[config.mk]
export PLATFORM = sky130hd
export DESIGN_NAME = mux_pipe_flat
export DESIGN_NICKNAME = d
export VERILOG_FILES = /design/src/rtl/mux_pipe_if.sv /design/src/rtl/mux_pipe.sv /design/src/flat_wrapper.sv
export SDC_FILE = /design/constraint.sdc
export NUM_CORES = 1
export LEC_CHECK = 0
export ABC_AREA = 1
export CORE_MARGIN = 10
export CORE_UTILIZATION = 40
export DETAILED_ROUTE_END_ITERATION = 8
export PLACE_DENSITY = 0.78
export SLEW_MARGIN = 20
export SYNTH_ARGS = -nofsm -noshare
export SYNTH_HDL_FRONTEND = slang
export SYNTH_SLANG_ARGS = --single-unit
[constraint.sdc]
create_clock -name clk -period 2.4 [get_ports clk]
set_input_delay 0.48 -clock clk [delete_from_list [all_inputs] [get_ports clk]]
set_output_delay 0.48 -clock clk [all_outputs]
set_load 0.02 [all_outputs]
[src/rtl/mux_pipe_if.sv]
// rtl/mux_pipe_if.sv - handshake bundle for the pipelined N-way word selector
//
// Groups the upstream side (option, data_in, in_valid, in_ready) and the
// downstream side (out_data, out_err, out_valid, out_ready) of mux_pipe.
//   slave  : the selector's own view (consumes option/data_in, produces out_*)
//   master : the environment's view (drives offers and out_ready)
// WIDTH and N must match the parameters of the mux_pipe instance using it.

interface mux_pipe_if #(
    parameter int WIDTH = 32,
    parameter int N     = 8
);
    localparam int SEL_W = (N > 1) ? $clog2(N) : 1;

    logic [SEL_W-1:0]   option;
    logic [N*WIDTH-1:0] data_in;
    logic               in_valid;
    logic               in_ready;
    logic [WIDTH-1:0]   out_data;
    logic               out_err;
    logic               out_valid;
    logic               out_ready;

    modport slave (
        input  option,
        input  data_in,
        input  in_valid,
        output in_ready,
        output out_data,
        output out_err,
        output out_valid,
        input  out_ready
    );

    modport master (
        output option,
        output data_in,
        output in_valid,
        input  in_ready,
        input  out_data,
        input  out_err,
        input  out_valid,
        output out_ready
    );
endinterface

[src/rtl/mux_pipe.sv]
// rtl/mux_pipe.sv - pipelined, back-pressurable N-way word selector
//
// Each accepted offer captures data_in word [option] (or word 0 with err set
// when option >= N) and presents it on out_* one cycle later. A main entry
// drives the outputs; a skid entry absorbs the one extra offer that can
// arrive while in_ready is still high after downstream stalls.
// Ports:
//   clk  - rising-edge clock
//   rst  - asynchronous active-high reset; clears both entries and outputs
//   bus  - mux_pipe_if.slave: option/data_in/in_valid/in_ready upstream,
//          out_data/out_err/out_valid/out_ready downstream

module mux_pipe #(
    parameter int WIDTH = 32,
    parameter int N     = 8
) (
    input  logic        clk,
    input  logic        rst,
    mux_pipe_if.slave   bus
);
    localparam int SEL_W = (N > 1) ? $clog2(N) : 1;

    typedef enum logic [1:0] {
        st_empty = 2'b00,
        st_one   = 2'b10,
        st_full  = 2'b11
    } state_t;

    state_t           state;
    logic [WIDTH-1:0] main_data;
    logic             main_err;
    logic [WIDTH-1:0] skid_data;
    logic             skid_err;
    logic             out_valid_r;
    logic             in_ready_r;

    logic [WIDTH-1:0] sel_word;
    logic             sel_err;
    logic             accept;
    logic             consume;

    // Decode by comparison against every legal index so an out-of-range
    // option never forms an out-of-bounds slice; when N is a power of two
    // every code matches and sel_err folds to constant 0.
    always_comb begin
        sel_err  = 1'b1;
        sel_word = bus.data_in[WIDTH-1:0];
        for (int i = 0; i < N; i++) begin
            if (bus.option == SEL_W'(i)) begin
                sel_err  = 1'b0;
                sel_word = bus.data_in[i*WIDTH +: WIDTH];
            end
        end
    end

    assign accept  = bus.in_valid & in_ready_r;
    assign consume = out_valid_r & bus.out_ready;

    always_ff @(posedge clk or posedge rst) begin
        if (rst) begin
            state       <= st_empty;
            main_data   <= '0;
            main_err    <= 1'b0;
            skid_data   <= '0;
            skid_err    <= 1'b0;
            out_valid_r <= 1'b0;
            in_ready_r  <= 1'b1;
        end else begin
            case (state)
                st_empty: begin
                    if (accept) begin
                        main_data   <= sel_word;
                        main_err    <= sel_err;
                        out_valid_r <= 1'b1;
                        state       <= st_one;
                    end
                end
                st_one: begin
                    if (accept && consume) begin
                        // Head leaves and the new word replaces it: no bubble.
                        main_data <= sel_word;
                        main_err  <= sel_err;
                    end else if (accept) begin
                        // Downstream stalled; park the new word, stop upstream.
                        skid_data  <= sel_word;
                        skid_err   <= sel_err;
                        in_ready_r <= 1'b0;
                        state      <= st_full;
                    end else if (consume) begin
                        out_valid_r <= 1'b0;
                        state       <= st_empty;
                    end
                end
                st_full: begin
                    // in_ready is low here, so only the consume side can move.
                    if (consume) begin
                        main_data  <= skid_data;
                        main_err   <= skid_err;
                        in_ready_r <= 1'b1;
                        state      <= st_one;
                    end
                end
                default: begin
                    state       <= st_empty;
                    out_valid_r <= 1'b0;
                    in_ready_r  <= 1'b1;
                end
            endcase
        end
    end

    assign bus.out_data  = main_data;
    assign bus.out_err   = main_err;
    assign bus.out_valid = out_valid_r;
    assign bus.in_ready  = in_ready_r;
endmodule

[src/flat_wrapper.sv]
// flat-port wrapper written by rule: the top's interface ports become plain ports
module mux_pipe_flat 
#(
    parameter int WIDTH = 32,
    parameter int N     = 8
)
  (clk, rst, bus_option, bus_data_in, bus_in_valid, bus_in_ready, bus_out_data, bus_out_err, bus_out_valid, bus_out_ready);
  mux_pipe_if #(.WIDTH(WIDTH), .N(N)) bus_i ();
  input  logic clk;
  input  logic rst;
  input wire logic [$bits(bus_i.option)-1:0] bus_option;
  input wire logic [$bits(bus_i.data_in)-1:0] bus_data_in;
  input wire logic [$bits(bus_i.in_valid)-1:0] bus_in_valid;
  output wire logic [$bits(bus_i.in_ready)-1:0] bus_in_ready;
  output wire logic [$bits(bus_i.out_data)-1:0] bus_out_data;
  output wire logic [$bits(bus_i.out_err)-1:0] bus_out_err;
  output wire logic [$bits(bus_i.out_valid)-1:0] bus_out_valid;
  input wire logic [$bits(bus_i.out_ready)-1:0] bus_out_ready;
  assign bus_i.option = bus_option;
  assign bus_i.data_in = bus_data_in;
  assign bus_i.in_valid = bus_in_valid;
  assign bus_in_ready = bus_i.in_ready;
  assign bus_out_data = bus_i.out_data;
  assign bus_out_err = bus_i.out_err;
  assign bus_out_valid = bus_i.out_valid;
  assign bus_i.out_ready = bus_out_ready;
  mux_pipe #(.WIDTH(WIDTH), .N(N)) u_core (.clk(clk), .rst(rst), .bus(bus_i));
endmodule
==> flow_metrics.tcl, run 1 <==
set metrics [dict create \
    fin_crit_sh_pct 87.47 \
    cp.required_ns 2.62 \
    die_height_um 141.3 \
    use_met1_pct 26.86 \
    tritoncts "yes" \
    max-cap-violations 0 \
    io_pins 298 \
    drv_slew 0 \
    io_buffer_count 297 \
    yosysWarnings 0 \
    wl_um 25090 \
    grtUsageTotal_pct 24.40 \
    synthCells 1030 \
    yosys.area_share.simple_pct 56.92 \
    setup_viol 0 \
    synth_cell_types 26 \
    start_util_pct 40.62 \
    nets 1568 \
    hold_viol 0 \
    grt_max_degree 67 \
    insertion_delay_ns 0.33 \
    place_congestion 0.9637 \
    fin_total_pwr_uw 3380 \
    cts_made_buffers 9 \
    syn2layout_area_growth_pct 61.41 \
    crit_path_end_kind "register" \
    synthXorXnorAreaFrac_pct 0 \
    antenna_found_initial 1 \
    syn_nets 1297 \
    drt_first_iter_violations 520 \
    synth_area_leaders "dfrtp_1 29%, nand2_1 23%, nor2_1 15%" \
    grt_pass1_wl_um 39650 \
    synth_top_family_by_area "simple AND/OR/NAND/NOR gates" \
    fin_skew_ns 0.005763 \
    rows 44 \
    synth_seq_area_share_pct 29.80 \
    layout_common_cells "361 x nand2_1, 297 x clkdlybuf4s50_1, 231 x nor2_1, 134 x nand3_1, 69 x dfrtp_1" \
    worst_hold_path_type "reg -> reg" \
    rsz0062_at_grt "false" \
    die_area_mm2 0.01996 \
    relSlewSlack_pct 54.05 \
    start_kind "input port" \
    cts_hold_buf 0 \
    synth-compound-area-share_pct 4.148 \
    yosysTopAreaCell "dfrtp_1" \
    coreArea_mm2 0.01448 \
    p_per_area_mw_per_mm2 356.1 \
    finalWorstPathRequiredPeriod_ns 2.099 \
    clockBufferDepth 2 \
    die_w_um 141.3 \
    synth_edf_count 0 \
    cts-htree-levels 3 \
    busiest_layer "met2" \
    final_common_cell "nand2_1" \
    grt_overflow 0 \
    wl_per_cell_um 16.86 \
    path_clk_slew_ns 0.05 \
    cts_num_sinks 70 \
    use_met2_pct 42.80 \
    drc 0 \
    ir_drop_mv 0.3470 \
    root_buffer "clkbuf_16" \
    muxShareOfSynthArea_pct 0 \
    synth_fa_ha_area_share_pct 0.8509 \
    status "complete, no violations" \
    grtUsageMet3_pct 9.312 \
    final_util_pct 65.57 \
    worst_pin_slew_ns 0.6893 \
    grt_pass1_vias 7695 \
    cp_data_arrival_time_ns 2.32 \
    synth_area_mm2 0.005882 \
    syn_area_per_cell_um2 5.711 \
    ys_ff_latch 70 \
    synth_top_cell_area_share_pct 29.36 \
    worst-path-max-fanout 39 \
    synth_top_flop_cell "dfrtp_1" \
    cts_setup_buffers 0 \
    vias 7611 \
    postSynth.asyncResetShare_pct 100.0 \
    post_cts_resized 0 \
    fmax_mhz 476.4 \
    detailedPlacementHpwl_um 19640 \
    viasPerCell 5.115 \
    first_pass_iters 5 \
    p_leak_uw 0.004422 \
    ant_nets 0 \
    path_class "in -> reg" \
    drive_above_1_share_pct 4.758 \
]
-- Yosys cell counts (2+ instances only) --
master and count:
buf_4 2, dfrtp_1 69, ha_1 4, a31oi_1 32
buf_2 20, inv_2 3, buf_1 7, clkbuf_1 42
inv_1 47, nand2_1 361, nand3_1 134, nor2_1 232
or2_0 25, nand4_1 32, or2_2 4, o21ai_0 4
or2_1 3
-- path summary, 6_finish.rpt --
check,from,end,slack [ns],depth (start not counted)
worst max-delay path,bus_option[2],u_core.bus.out_data[6]$_DFFE_PP0P_,0.30,13
min in group asynchronous,rst,u_core.bus.out_err$_DFFE_PP0P_,0.51,2
worst min-delay path,u_core.bus.out_data[24]$_DFFE_PP0P_,u_core.bus.out_data[24]$_DFFE_PP0P_,0.48,2
worst max register to register,u_core.state[0]$_DFFE_PP0P_,u_core.bus.out_data[18]$_DFFE_PP0P_,0.41,10
worst min register to register,u_core.bus.out_data[24]$_DFFE_PP0P_,u_core.bus.out_data[24]$_DFFE_PP0P_,0.48,2
max in group asynchronous,rst,u_core.bus.out_data[6]$_DFFE_PP0P_,1.30,3
-- sequential cells by signal, indices dropped and copies added, names as in the netlist --
name / count
u_core.skid_data: 32
u_core.bus.out_err: 1
u_core.state: 2
u_core.bus.out_data: 32
u_core.bus.out_valid: 1
u_core.bus.in_ready: 1
u_core.skid_err: 1
-- layout make-up --
type | count | area [µm²]
fillers | 1283 | 4985
multi-input cells | 839 | 3655
repair buffers | 331 | 3403
flip-flops and latches | 70 | 1753
clock buffers | 11 | 252.7
well taps | 184 | 230.2
inverters | 50 | 187.7
clock inverters | 2 | 10.01
diodes | 1 | 2.502
-- power breakdown --
| part | switching [µW] | internal (µW) | total, µW |
|---|---|---|---|
| registers | 0 | 1180 | 1180 |
| logic | 438 | 563 | 1000 |
| clock network | 465 | 733 | 1200 |
-- critical path: stages --
cell and delay (ns):
clkdlybuf4s50_1 0.52, inv_2 0.10, nor3_1 0.24, inv_2 0.11, buf_12 0.19, nor2_1 0.13, nor2_1 0.06, nand2_1 0.09
nand2_1 0.06, nand2_1 0.11, nand3_1 0.08, nand2_1 0.09, nand2_1 0.05
-- stage by stage --
stage               area (µm²)  hold slack [ns]  setup TNS [ns]  instances  setup slack (ns)
finish                    9494           0.4765               0       1488            0.3008
floorplan                 5882           0.4599               0       1030            0.1534
detailed placement        9229           0.4642        -0.03965       1474          -0.02803
global route              9492           0.5032               0       1487            0.1374
global placement          9229           0.4640               0       1474           0.01911
CTS                       9492           0.4789               0       1487            0.3093
-- per-layer routing --
layer	routed length (µm)	part of all wire, %
met3	2803	11
met5	13	0.052
met1	9236	37
met2	12390	49
met4	653	2.6
-- kinds of logic after synthesis --
logic type	count (synthesis)
buf+inv	121
simple gates	796
fa+ha+maj	4
flops	70
compound gates	39
(Power assumes the default switching activity.)
==> run 2: changes to the inputs <==
Settings changed: SETUP_SLACK_MARGIN set to 0.1.
==> results of run 2 <==
The final DEF is identical to that of run 1; final timing and power are the same.
==> run 3: changes to the inputs <==
Settings changed: REMOVE_ABC_BUFFERS set to 1.
==> run 3 against run 2 <==
Effect of this change: register-to-register slack better by 0.07 ns; highest routed layer is now met4; non-clock buffer count is 2 higher; routed wire length is 1.3% lower; worst setup slack better by 0.050 ns; largest cell class unchanged; cell count is 0.34% higher.
==> flow_metrics.tcl, run 3 (synthesis results as in run 1) <==
set metrics [dict create \
    status "complete, no violations" \
    sw_frac_of_total_pct 27.43 \
    grt_pass1_vias 7386 \
    tritoncts "yes" \
    whs_ns 0.4723 \
    p_seq_share_pct 34.4 \
    die_w_um 141.3 \
    p_leak_uw 0.004420 \
    grtUsageTotal_pct 23.82 \
    finalWorstPathRequiredPeriod_ns 2.050 \
    cts_made_buffers 9 \
    pwr-share-comb_pct 28.5 \
    insertion_delay_ns 0.34 \
    relSlewSlack_pct 51.18 \
    ant_nets 0 \
    detailedPlacementHpwl_um 19240 \
    reg2reg_setup_slack_ns 0.48 \
    wl_per_cell_um 16.58 \
    dp_cells 1476 \
    drv_slew 0 \
    hold_viol 0 \
    first_pass_iters 6 \
    clkPwrFrac_pct 37.1 \
    r2r_cells 9 \
    worst_hold_path_type "in -> async" \
    drive_above_1_share_pct 5.428 \
    grt_pass1_wl_um 38660 \
    antenna_found_initial 1 \
    fin_skew_ns 0.005501 \
    nFillCells 1335 \
    drt_first_iter_violations 477 \
    rows 44 \
    setup_viol 0 \
    cts_setup_buffers 0 \
    worst-path-max-fanout 26 \
    cts_num_sinks 70 \
    start_util_pct 40.62 \
    ir_drop_mv 0.3192 \
    grt_max_degree 67 \
    clockBufferDepth 2 \
    fin_cells 1493 \
    io_pins 298 \
    layout_common_cells "361 x nand2_1, 296 x clkdlybuf4s50_1, 231 x nor2_1, 131 x nand3_1, 69 x dfrtp_1" \
    worst_pin_slew_ns 0.7324 \
    post_cts_resized 0 \
    nets 1570 \
    io_buffer_count 297 \
    vias 7618 \
    cp.required_ns 2.68 \
    path_clk_slew_ns 0.06 \
    internal-power_uw 2492 \
    viasPerCell 5.102 \
    multiInputGateArea_mm2 0.003670 \
    place_congestion 0.8918 \
    root_buffer "clkbuf_16" \
    reg2reg_from "u_core.state[0]$_DFFE_PP0P_" \
    p_switching_uw 942.0 \
    final_util_pct 65.74 \
    rsz0062_at_grt "false" \
    regArea_mm2 0.001753 \
    fmax_mhz 487.9 \
    cts-htree-levels 3 \
    path_class "in -> reg" \
    wl_um 24750 \
    die_area_mm2 0.01996 \
    r2r-end "u_core.state[1]$_DFFE_PP0P_" \
    cts_hold_buf 0 \
    grt_overflow 0 \
    setup_tns_ns 0 \
    coreArea_mm2 0.01448 \
    crit_path_end_kind "register" \
    p_per_area_mw_per_mm2 360.8 \
    syn2layout_area_growth_pct 61.84 \
    max-cap-violations 0 \
    drc 0 \
    die_height_um 141.3 \
    start_kind "input port" \
    cp_data_arrival_time_ns 2.33 \
    final_common_cell "nand2_1" \
    fin_crit_sh_pct 85.40 \
]
-- run 3: changes by cell type in the layout (fill, tap and decap cells not counted), sizes merged --
cell,before,now
clkdlybuf4s50,297,296
buf,34,37
clkinvlp,0,2
clkinv,2,4
inv,50,49
-- run 3: worst max-delay path, stage by stage --
cell and delay [ns]:
clkdlybuf4s50_1 0.44, inv_2 0.18, buf_4 0.36, nand4_1 0.14, nand3_1 0.17, nand3_1 0.09, nand3_1 0.08, nand2_1 0.05
nand2_1 0.05, nand2_1 0.06, nand3_1 0.08, nand2_1 0.06, nand2_1 0.05
-- run 3: power groups by stage --
| stage | Sequential [µW] | Clock, µW | Combinational [µW] |
|---|---|---|---|
| 2_1_floorplan | 1200 | 0 | 371 |
| 3_3_place_gp | 1200 | 0 | 967 |
| 3_5_place_dp | 1200 | 0 | 977 |
| 4_1_cts | 1180 | 1300 | 982 |
| 5_1_grt | 1180 | 1340 | 1080 |
| 6_report | 1180 | 1270 | 979 |
-- run 3: how the worst max path moves through the flow --
| stage | cells past startpoint | to | start |
|---|---|---|---|
| after global routing | 13 | u_core.bus.out_data[20]$_DFFE_PP0P_ | bus_option[2] |
| final | 13 | u_core.bus.out_data[3]$_DFFE_PP0P_ | bus_option[2] |
| after global placement | 13 | u_core.bus.out_data[27]$_DFFE_PP0P_ | bus_option[1] |
| after detailed placement | 13 | u_core.bus.out_data[24]$_DFFE_PP0P_ | bus_option[2] |
| after CTS | 13 | u_core.bus.out_data[7]$_DFFE_PP0P_ | bus_option[1] |
| after floorplan | 7 | u_core.skid_data[27]$_DFFE_PP0P_ | u_core.state[0]$_DFFE_PP0P_ |
-- run 3: metrics by stage --
stage / instance area [µm²] / total power (µW) / setup WS [ns]
after floorplan: 5583 / 1573 / -0.9389
after global placement: 9230 / 2169 / 0.06036
after detailed placement: 9230 / 2179 / 0.04548
after CTS: 9517 / 3457 / 0.3788
after global routing: 9519 / 3599 / 0.2044
final: 9519 / 3434 / 0.3503
-- run 3: routing by layer --
metal  part of all wire [%]  vias to the layer above  track usage [%]
met3                     11                       47            7.844
met5                      0                        -                0
met1                     38                     3425            26.96
li1                       -                     3826                -
met4                    2.9                        0            9.293
met2                     48                      320            40.52
-- run 3: layout make-up --
class | instances | area share, %
clock buffers | 11 | 2.655
inverters | 50 | 1.985
well taps | 184 | 2.419
diodes | 1 | 0.02629
flip-flops and latches | 70 | 18.41
repair buffers | 333 | 35.59
clock inverters | 5 | 0.3549
multi-input cells | 839 | 38.55
